## src/rtl/localmem_pkg.sv

```systemverilog
// localmem_pkg: shared dmem geometry, read latency and reader FSM states
package localmem_pkg;
  localparam int DM_ADDR = 8;
  localparam int DM_ARRAY_COLS = 32;
  localparam int DMEM_RD_LAT = 1;
  typedef enum logic [1:0] {IDLE, RUN, DRAIN, DONE_ST} state_t;
endpackage

```

## src/rtl/dmem_rd_fifo.sv

```systemverilog
// dmem_rd_fifo: first-word-fall-through buffer for samples returned by dmem
module dmem_rd_fifo #(
  parameter int WIDTH = 33,
  parameter int DEPTH = 4,
  localparam int AW = $clog2(DEPTH),
  localparam int CW = AW + 1
) (
  input  logic             clk,
  input  logic             rst,
  input  logic             push,
  input  logic             pop,
  input  logic [WIDTH-1:0] din,
  output logic [WIDTH-1:0] dout,
  output logic             empty,
  output logic             full,
  output logic [CW-1:0]    count
);
  logic [WIDTH-1:0] mem [DEPTH];
  logic [AW-1:0] wp, rp;
  logic push_ok, pop_ok;
  assign empty = count == '0;
  assign full = count == CW'(DEPTH);
  assign pop_ok = pop && !empty;
  assign push_ok = push && (!full || pop_ok);
  assign dout = mem[rp];
  // storage needs no reset: an entry is only visible once count covers it
  always_ff @(posedge clk)
    if (push_ok) mem[wp] <= din;
  // pointers wrap naturally because DEPTH is a power of two
  always_ff @(posedge clk or posedge rst)
    if (rst) begin
      wp <= '0;
      rp <= '0;
      count <= '0;
    end else begin
      wp <= wp + AW'(push_ok);
      rp <= rp + AW'(pop_ok);
      count <= count + CW'(push_ok) - CW'(pop_ok);
    end
endmodule

```

## src/rtl/dmem_seq_reader.sv

```systemverilog
// dmem_seq_reader: strided dmem read sequencer with credit-limited output FIFO
module dmem_seq_reader
  import localmem_pkg::*;
#(
  parameter int ADDR_W = DM_ADDR,
  parameter int DATA_W = DM_ARRAY_COLS,
  parameter int CNT_W = 9,
  parameter int FIFO_DEPTH = 4
) (
  input  logic              CLK,
  input  logic              RST,
  input  logic              START,
  input  logic [ADDR_W-1:0] BASE,
  input  logic [ADDR_W-1:0] STRIDE,
  input  logic [CNT_W-1:0]  COUNT,
  output logic              BUSY,
  output logic              DONE,
  output logic              MEM_MODE,
  output logic              MEM_WEB,
  output logic              MEM_OEB,
  output logic [ADDR_W-1:0] MEM_A,
  input  logic [DATA_W-1:0] MEM_SEQ_O,
  output logic              OUT_VALID,
  input  logic              OUT_READY,
  output logic [DATA_W-1:0] OUT_DATA,
  output logic              OUT_LAST
);
  localparam int CW = $clog2(FIFO_DEPTH) + 1;
  state_t state, state_n;
  logic [ADDR_W-1:0] addr, stride, a_hold;
  logic [CNT_W-1:0] len, issued;
  logic inflight, inflight_last, issue, last_issue, pop, empty, full;
  logic [CW-1:0] fcnt;
  logic [DATA_W:0] head;
  assign issue = state == RUN && !full &&
                 (CW+1)'(fcnt) + (CW+1)'(inflight) < (CW+1)'(FIFO_DEPTH);
  assign last_issue = issue && issued == len - CNT_W'(1);
  assign pop = OUT_VALID && OUT_READY;
  assign MEM_MODE = 1'b1;
  assign MEM_WEB = 1'b1;
  assign MEM_OEB = !issue;
  assign MEM_A = issue ? addr : a_hold;
  assign BUSY = state == RUN || state == DRAIN;
  assign DONE = state == DONE_ST;
  assign OUT_VALID = !empty;
  assign OUT_DATA = empty ? '0 : head[DATA_W-1:0];
  assign OUT_LAST = !empty && head[DATA_W];
  // next state; DRAIN exits as the final buffered beat handshakes
  always_comb begin
    state_n = state;
    case (state)
      IDLE: if (START) state_n = |COUNT ? RUN : DONE_ST;
      RUN: if (last_issue) state_n = DRAIN;
      DRAIN: if (!inflight && (empty || (pop && fcnt == CW'(1)))) state_n = DONE_ST;
      default: state_n = IDLE;
    endcase
  end
  // command registers, address walk and the one-deep read-in-flight flag
  always_ff @(posedge CLK or posedge RST)
    if (RST) begin
      state <= IDLE;
      addr <= '0;
      stride <= '0;
      a_hold <= '0;
      len <= '0;
      issued <= '0;
      inflight <= 1'b0;
      inflight_last <= 1'b0;
    end else begin
      state <= state_n;
      inflight <= issue;
      inflight_last <= last_issue;
      if (state == IDLE && START) begin
        addr <= BASE;
        stride <= STRIDE;
        len <= COUNT;
        issued <= '0;
      end else if (issue) begin
        addr <= addr + stride;
        a_hold <= addr;
        issued <= issued + CNT_W'(1);
      end
    end
  dmem_rd_fifo #(.WIDTH(DATA_W + 1), .DEPTH(FIFO_DEPTH)) u_fifo (
    .clk(CLK),
    .rst(RST),
    .push(inflight),
    .pop(pop),
    .din({inflight_last, MEM_SEQ_O}),
    .dout(head),
    .empty(empty),
    .full(full),
    .count(fcnt)
  );
endmodule
```

## config.mk

```make
export PLATFORM = sky130hd
export DESIGN_NAME = dmem_seq_reader
export DESIGN_NICKNAME = d
export VERILOG_FILES = /design/src/rtl/localmem_pkg.sv /design/src/rtl/dmem_rd_fifo.sv /design/src/rtl/dmem_seq_reader.sv
export SDC_FILE = /design/constraint.sdc
export NUM_CORES = 1
export LEC_CHECK = 0
export ABC_AREA = 0
export CAP_MARGIN = 20
export CORE_ASPECT_RATIO = 1.4
export CORE_MARGIN = 2
export CORE_UTILIZATION = 35
export CTS_CLUSTER_DIAMETER = 60
export DETAILED_ROUTE_END_ITERATION = 10
export GPL_TIMING_DRIVEN = 0
export PLACE_DENSITY = 0.62
export SETUP_SLACK_MARGIN = 0.02
export SKIP_CTS_REPAIR_TIMING = 1
export SLEW_MARGIN = 20
export SYNTH_ARGS = -nofsm -noshare
export SYNTH_HDL_FRONTEND = slang
export SYNTH_HIERARCHICAL = 1
export SYNTH_SLANG_ARGS = --single-unit
```

## constraint.sdc

```tcl
create_clock -name CLK -period 4.6 [get_ports CLK]
set_input_delay 0.92 -clock CLK [delete_from_list [all_inputs] [get_ports CLK]]
set_output_delay 0.92 -clock CLK [all_outputs]
set_load 0.02 [all_outputs]
```

### Word-level counts from Yosys, hierarchy flattened

Memory sizes are Yosys's and may differ from the RTL's.
Index checks and enable logic that the tools add are counted.

| cells by class | value |
|---|---|
| add/subtract/negate cells | 8 |
| order comparisons | 1 |
| equal/unequal tests | 9 |
| multiplexer cells | 13 |
| reductions and logical operators | 22 |

Operators by type and width:

| cell | number |
|---|---|
| two-way mux 32 bit | 1 |
| two-way mux 8 bit | 3 |
| two-way mux 9 bit | 2 |
| logical AND 1 bit | 10 |
| adder 9 x 1 -> 9 bit (second input constant) | 1 |
| equality test 9 bit | 1 |
| OR reduction 9 bit | 1 |
| subtractor 9 x 1 -> 9 bit (second input constant) | 1 |
| adder 8 bit | 1 |
| two-way mux 2 bit | 4 |
| one-hot mux 2 bit (3 select lines) | 1 |
| adder 2 x 1 -> 2 bit | 2 |
| adder 3 x 1 -> 4 bit | 1 |
| equality test 2 bit (second input constant) | 2 |
| zero test 1 bit | 4 |
| less-than comparator 4 x 3 -> 1 bit (second input constant) | 1 |
| inequality test 2 bit (second input constant) | 2 |
| adder 3 x 1 -> 3 bit | 1 |
| equality test 3 x 1 -> 1 bit (second input constant) | 1 |
| equality test 3 bit (second input constant) | 1 |
| zero test 3 bit | 1 |
| logical OR 1 bit | 3 |
| AND reduction 3 bit | 1 |
| subtractor 3 x 1 -> 3 bit | 1 |
| 5 further kinds | 6 |

| storage, ports and cells | value |
|---|---|
| register bits after elaboration | 53 |
| bits in writable memories | 132 |
| bits of input ports | 61 |
| output and inout port bits | 47 |
| memories | 1 |

Memory list:

| memory | words | width | read ports | clocked after memory_dff | wr ports | line | source |
|---|---|---|---|---|---|---|---|
| u_fifo.mem | 4 | 33 | 1 | 0 | 1 | dmem_rd_fifo.sv:18 | `logic [WIDTH-1:0] mem [DEPTH];` |

### Logic depth before layout (Yosys ltp)

| depth | value |
|---|---|
| depth in word-level cells | 8 |
| gate-level depth with buffers | 10 |
| mapped depth without buffers | 10 |

### Hierarchy

The synthesis kept the hierarchy.

By module, submodules not included:

| module | instances | cells each | area an instance (um^2) |
|---|---|---|---|
| dmem_rd_fifo | 1 | 205 | 5180.0 |
| dmem_seq_reader | 1 | 345 | 2874.0 |

### Least setup slack after synthesis

OpenSTA, ideal clock, no wires.

| path | value |
|---|---|
| path type | input to register |
| start point | input OUT_READY |
| end point | memory u_fifo.mem[1][0] (enable) |
| setup time | 0.471 ns |
| data arrival time | 3.753 ns |
| required time | 4.129 ns |
| path slack | 0.375 ns |
| cell stages on the path | 3 |
| buffers on the path | 0 |
| cells stage by stage | nor2b_1 o41ai_2 nor3b_1 |

| on the way | value |
|---|---|
| word-level cells in the longest chain between the ends | 6 |

Ends and longest elaborated chain:

| what | line | source |
|---|---|---|
| start, declared | dmem_seq_reader.sv:24 | `input logic OUT_READY,` |
| logical AND 1 bit | dmem_seq_reader.sv:38 | `assign pop = OUT_VALID && OUT_READY;` |
| logical AND 1 bit | dmem_rd_fifo.sv:23 | `assign pop_ok = pop && !empty;` |
| logical OR 1 bit | dmem_rd_fifo.sv:24 | `assign push_ok = push && (!full \|\| pop_ok);` |
| logical AND 1 bit | dmem_rd_fifo.sv:24 |  |
| two-way mux 1 bit | dmem_rd_fifo.sv:28 | `if (push_ok) mem[wp] <= din;` |
| two-way mux 1 bit (implied by the code) | dmem_rd_fifo.sv:28 |  |
| end, declared | dmem_rd_fifo.sv:18 |  |

No other way between the ends.

### Worst setup path in the final report

| path | value |
|---|---|
| start point | register u_fifo.count[2] |
| end point | output MEM_A[2] |

| on the way | value |
|---|---|
| word-level cells in the longest chain between the ends | 5 |

Ends and longest elaborated chain:

| what | line | source |
|---|---|---|
| start, declared | dmem_rd_fifo.sv:16 | `output logic [CW-1:0] count` |
| start signal, assigned | dmem_rd_fifo.sv:38 | `count <= count + CW'(push_ok) - CW'(pop_ok);` |
| equality test 3 bit | dmem_rd_fifo.sv:22 | `assign full = count == CW'(DEPTH);` |
| via full | dmem_seq_reader.sv:32 | `logic inflight, inflight_last, issue, last_issue, pop, empty, full;` |
| zero test 1 bit | dmem_seq_reader.sv:35 | `assign issue = state == RUN && !full &&` |
| logical AND 1 bit (2 in series) | dmem_seq_reader.sv:35 |  |
| via issue | dmem_seq_reader.sv:32 |  |
| two-way mux 8 bit | -- |  |
| end, declared | dmem_seq_reader.sv:21 | `output logic [ADDR_W-1:0] MEM_A,` |

The timed path passes the listed nets, and every way through them passes these cells.

==> impl_metrics.csv <==
group,metric,value,unit
status,run_status,"finished, final reports clean",
cts,tritoncts.num_buffers,17,
yosys,ys.flop_type,"sky130_fd_sc_hd__edfxtp_1",
critical_path,critical_path.reg2reg.endpoint,"u_fifo/mem[1][27]$_DFFE_PP_",
min_path,hold_depth,2,
yosys,ys_seq_area_frac,0.657,
power,power.density,659,nW/µm²
route,detailed_route_wl,17.2,mm
sta,final-max-slew-violation-count,0,
finish,final_net_count,772,
die,die_width,132,µm
die,initial_core_util,0.356,
finish,post_route_cells_drive_above_1_share,0.144,
global_routing,grt_pass1_wl,27.9,mm
sta,setup_slack,0.681,ns
placed_design,io_buffers,105,
sta,timing.final.crit_period,3.92,ns
cts,cts-root-buf,"sky130_fd_sc_hd__clkbuf_16",
finish,layout_commonest_cell,"sky130_fd_sc_hd__edfxtp_1",
critical_path,cp.arrival,3.00,ns
sta,setup_viol,0,
sta,rsz_0062_raised_after_global_routing,"false",
route,drcViolationCount,0,
global_routing,globalRouteTotalUtil,0.147,
yosys,synth-compound-area-share,0.0385,
route,postRouteAntennaNets,0,
route,wl_per_cell,17.0,µm
sta,worst_clock_skew,0.0113,ns
finish,layout-area-overhead-vs-synth,27.9,%
cts,ctsHtreeMaxLevel,4,
placed_design,detailedPlace.worstSlack,0.979,ns
yosys,post_synth.cell_area_avg,14.6,µm²
yosys,synth.distinct_cells,50,
global_routing,grt-busiest-layer,"met2",
die,die_height,183,µm
min_path,min-delay-start,"stride[2]$_DFFE_PP0P_",
die,io_pins,108,
global_routing,met1_usage,0.172,
power,leakage_power_figure,3.83,nW
yosys,synthXorXnorAreaFrac,0.0283,
placed_design,finalWeightedCongestion,0.844,
sta,final_min_period_over_clock_period,0.852,
yosys,ys.warnings.count,6,
flow_run,max_cap_viols,0,
die,core_area,22600,µm²
yosys,synth.cell_area,8050,µm²
yosys,synth_simple_gate_area_frac,0.109,
route,dr_total_vias,4856,
sta,slew-limit-headroom,0.455,
critical_path,worst_setup_path_end_kind,"primary output",
route,routed_via_density,4.82,
power,power_consumption,6.78,mW
finish,post_layout_nonfiller_instances,1007,
critical_path,timing.critical_path.fanout_max,10,
critical_path,regToRegSetupSlack,1.26,ns
yosys,synth_mux_area_frac,0.108,
cts,clk-insertion-delay-late,0.43,ns
placed_design,hpwl,12.7,mm
finish,mostFrequentLayoutCells,"sky130_fd_sc_hd__edfxtp_1, sky130_fd_sc_hd__clkdlybuf4s50_1, sky130_fd_sc_hd__nand2_1, sky130_fd_sc_hd__dfrtp_1, sky130_fd_sc_hd__nor2b_1",
placed_design,post-place-cells,975,
critical_path,timing.reg2reg.worst_path_depth,9,
power,vdd.ir_drop.worst,0.356,mV
die,num_rows,65,
global_routing,grt_start_max_net_pins,28,
critical_path,cp-start-kind,"register",
sta,finalHoldViolCount,0,
min_path,whs_endpoint,"stride[2]$_DFFE_PP0P_",
global_routing,grt_pass1_vias,5297,
route,first_pass_iters,6,
global_routing,grt_overflow,0,
min_path,min-delay-path-class,"reg -> reg",
sta,maxClockFrequency,255,MHz
critical_path,worstSetupPathType,"reg -> out",
global_routing,grt_antenna_before_repair,1,
yosys,post_synth_fa_ha_maj_area_fraction,0.0298,
cts,clk_pin_slew_worst_paths,0.07,ns
yosys,dominant_combinational_cell_family_by_area_after_synthesis,"simple AND/OR/NAND/NOR gates",
sta,timing_worst_slew_pin_value,0.809,ns
finish,antenna_cells_inserted,0,
cts,cts_num_sinks,185,
die,die_area,24300,µm²
yosys,postSynthCellCount,550,
finish,layout.cell_area.non_filler,10300,µm²
global_routing,gr-usage-met3,0.0336,
yosys,postSynth.asyncResetShare,0.286,
route,drt_iter0_markers,239,
yosys,synth_seq_cells,185,
cts,cts_tree,"built",
placed_design,instance_area_after_placement,9700,µm²
sta,fin_worst_hold_slack,0.494,ns
cts,cts-root-to-sink-buffers,2,
global_routing,use_met2,0.271,
yosys,number_of_flops_mapped_to_enable_cells_by_yosys,132,
critical_path,regToRegStartpoint,"u_fifo/count[1]$_DFF_PP0_",
critical_path,critPathRequiredTime,3.68,ns
-- layout make-up --
class | count | area [µm²]
Buffer | 24 | 159
Clock buffer | 18 | 429
Clock inverter | 14 | 173
Fill cell | 2051 | 12300
Inverter | 21 | 78.8
Multi-Input combinational cell | 321 | 2560
Sequential cell | 185 | 5290
Tap cell | 301 | 377
Timing Repair Buffer | 123 | 1240
-- cell usage after synthesis, drive strengths merged (2+ instances only) --
| library cell | number | area, µm² |
|---|---|---|
| a21oi | 13 | 65.1 |
| nor4 | 5 | 43.8 |
| inv | 21 | 78.8 |
| o21a | 2 | 15.0 |
| or3 | 2 | 12.5 |
| mux4 | 33 | 754 |
| and3 | 2 | 12.5 |
| xnor2 | 15 | 131 |
| nor3b | 3 | 22.5 |
| nand3 | 6 | 30.0 |
| edfxtp | 132 | 3960 |
| mux2i | 2 | 20.0 |
| ha | 16 | 200 |
| buf | 12 | 114 |
| fa | 2 | 40.0 |
| clkbuf | 12 | 45.0 |
| xor2 | 11 | 96.3 |
| o21ai | 14 | 70.1 |
| nor3 | 8 | 40.0 |
| o21bai | 3 | 22.5 |
| nand2 | 88 | 330 |
| nor2b | 37 | 231 |
| mux2 | 8 | 93.8 |
| a31oi | 5 | 31.3 |
| nand4 | 3 | 18.8 |
| o2111ai | 2 | 17.5 |
| nor2 | 26 | 97.6 |
| o31ai | 2 | 15.0 |
| dfrtp | 53 | 1330 |
-- cell families after synthesis --
group | count (synthesis)
other | 1
adder cells (fa/ha/maj) | 18
AND/OR/NAND/NOR | 185
multiplexers | 43
XOR/XNOR | 26
AO/OA/AOI/OAI | 47
buffers and inverters | 45
flip-flops | 185
-- flip-flops by register name, indices dropped and copies added (netlist names) --
signal         cells
a_hold             8
addr               8
inflight           1
inflight_last      1
issued             9
len                9
state              2
stride             8
u_fifo/count       3
u_fifo/mem       132
u_fifo/rp          2
u_fifo/wp          2
-- critical path, stage by stage (launching register included) --
cell	delay, ns
sky130_fd_sc_hd__dfrtp_1	0.44
sky130_fd_sc_hd__inv_1	0.11
sky130_fd_sc_hd__nor3_1	0.07
sky130_fd_sc_hd__nor2_1	0.12
sky130_fd_sc_hd__nand3_1	0.31
sky130_fd_sc_hd__inv_2	0.29
sky130_fd_sc_hd__buf_1	0.44
sky130_fd_sc_hd__nand2_1	0.11
sky130_fd_sc_hd__nand2_1	0.08
sky130_fd_sc_hd__clkdlybuf4s50_1	0.62
-- where the power goes --
part / internal (mW) / switching, mW
clock network: 0.736 / 0.702
registers: 2.12 / 0.230
logic: 1.45 / 1.54
total: 4.31 / 2.47
-- through the flow --
| stage | setup TNS (ns) | utilization |
|---|---|---|
| 2_1_floorplan | 0 | - |
| 3_3_place_gp | -229.86 | 0.420 |
| 3_5_place_dp | 0 | 0.429 |
| 4_1_cts | 0 | 0.456 |
| 5_1_grt | 0 | 0.456 |
| 6_report | 0 | 0.456 |
-- routing by layer --
metal,part of all wire,up-vias
met1,0.42,2414
met4,0.015,2
li1,-,2291
met2,0.53,129
met5,0.00064,-
met3,0.038,20
-- worst max path at each step --
stage	startpoint	cells past startpoint	end
final	u_fifo/count[2]$_DFF_PP0_	9	MEM_A[2]
after global placement	OUT_READY	4	u_fifo/mem[1][28]$_DFFE_PP_
after floorplan	OUT_READY	3	u_fifo/mem[1][0]$_DFFE_PP_
after global routing	u_fifo/count[2]$_DFF_PP0_	9	MEM_A[4]
after detailed placement	OUT_READY	9	u_fifo/mem[1][22]$_DFFE_PP_
after CTS	u_fifo/count[2]$_DFF_PP0_	9	MEM_A[2]
No activity file was read; power rests on OpenSTA's default activity.
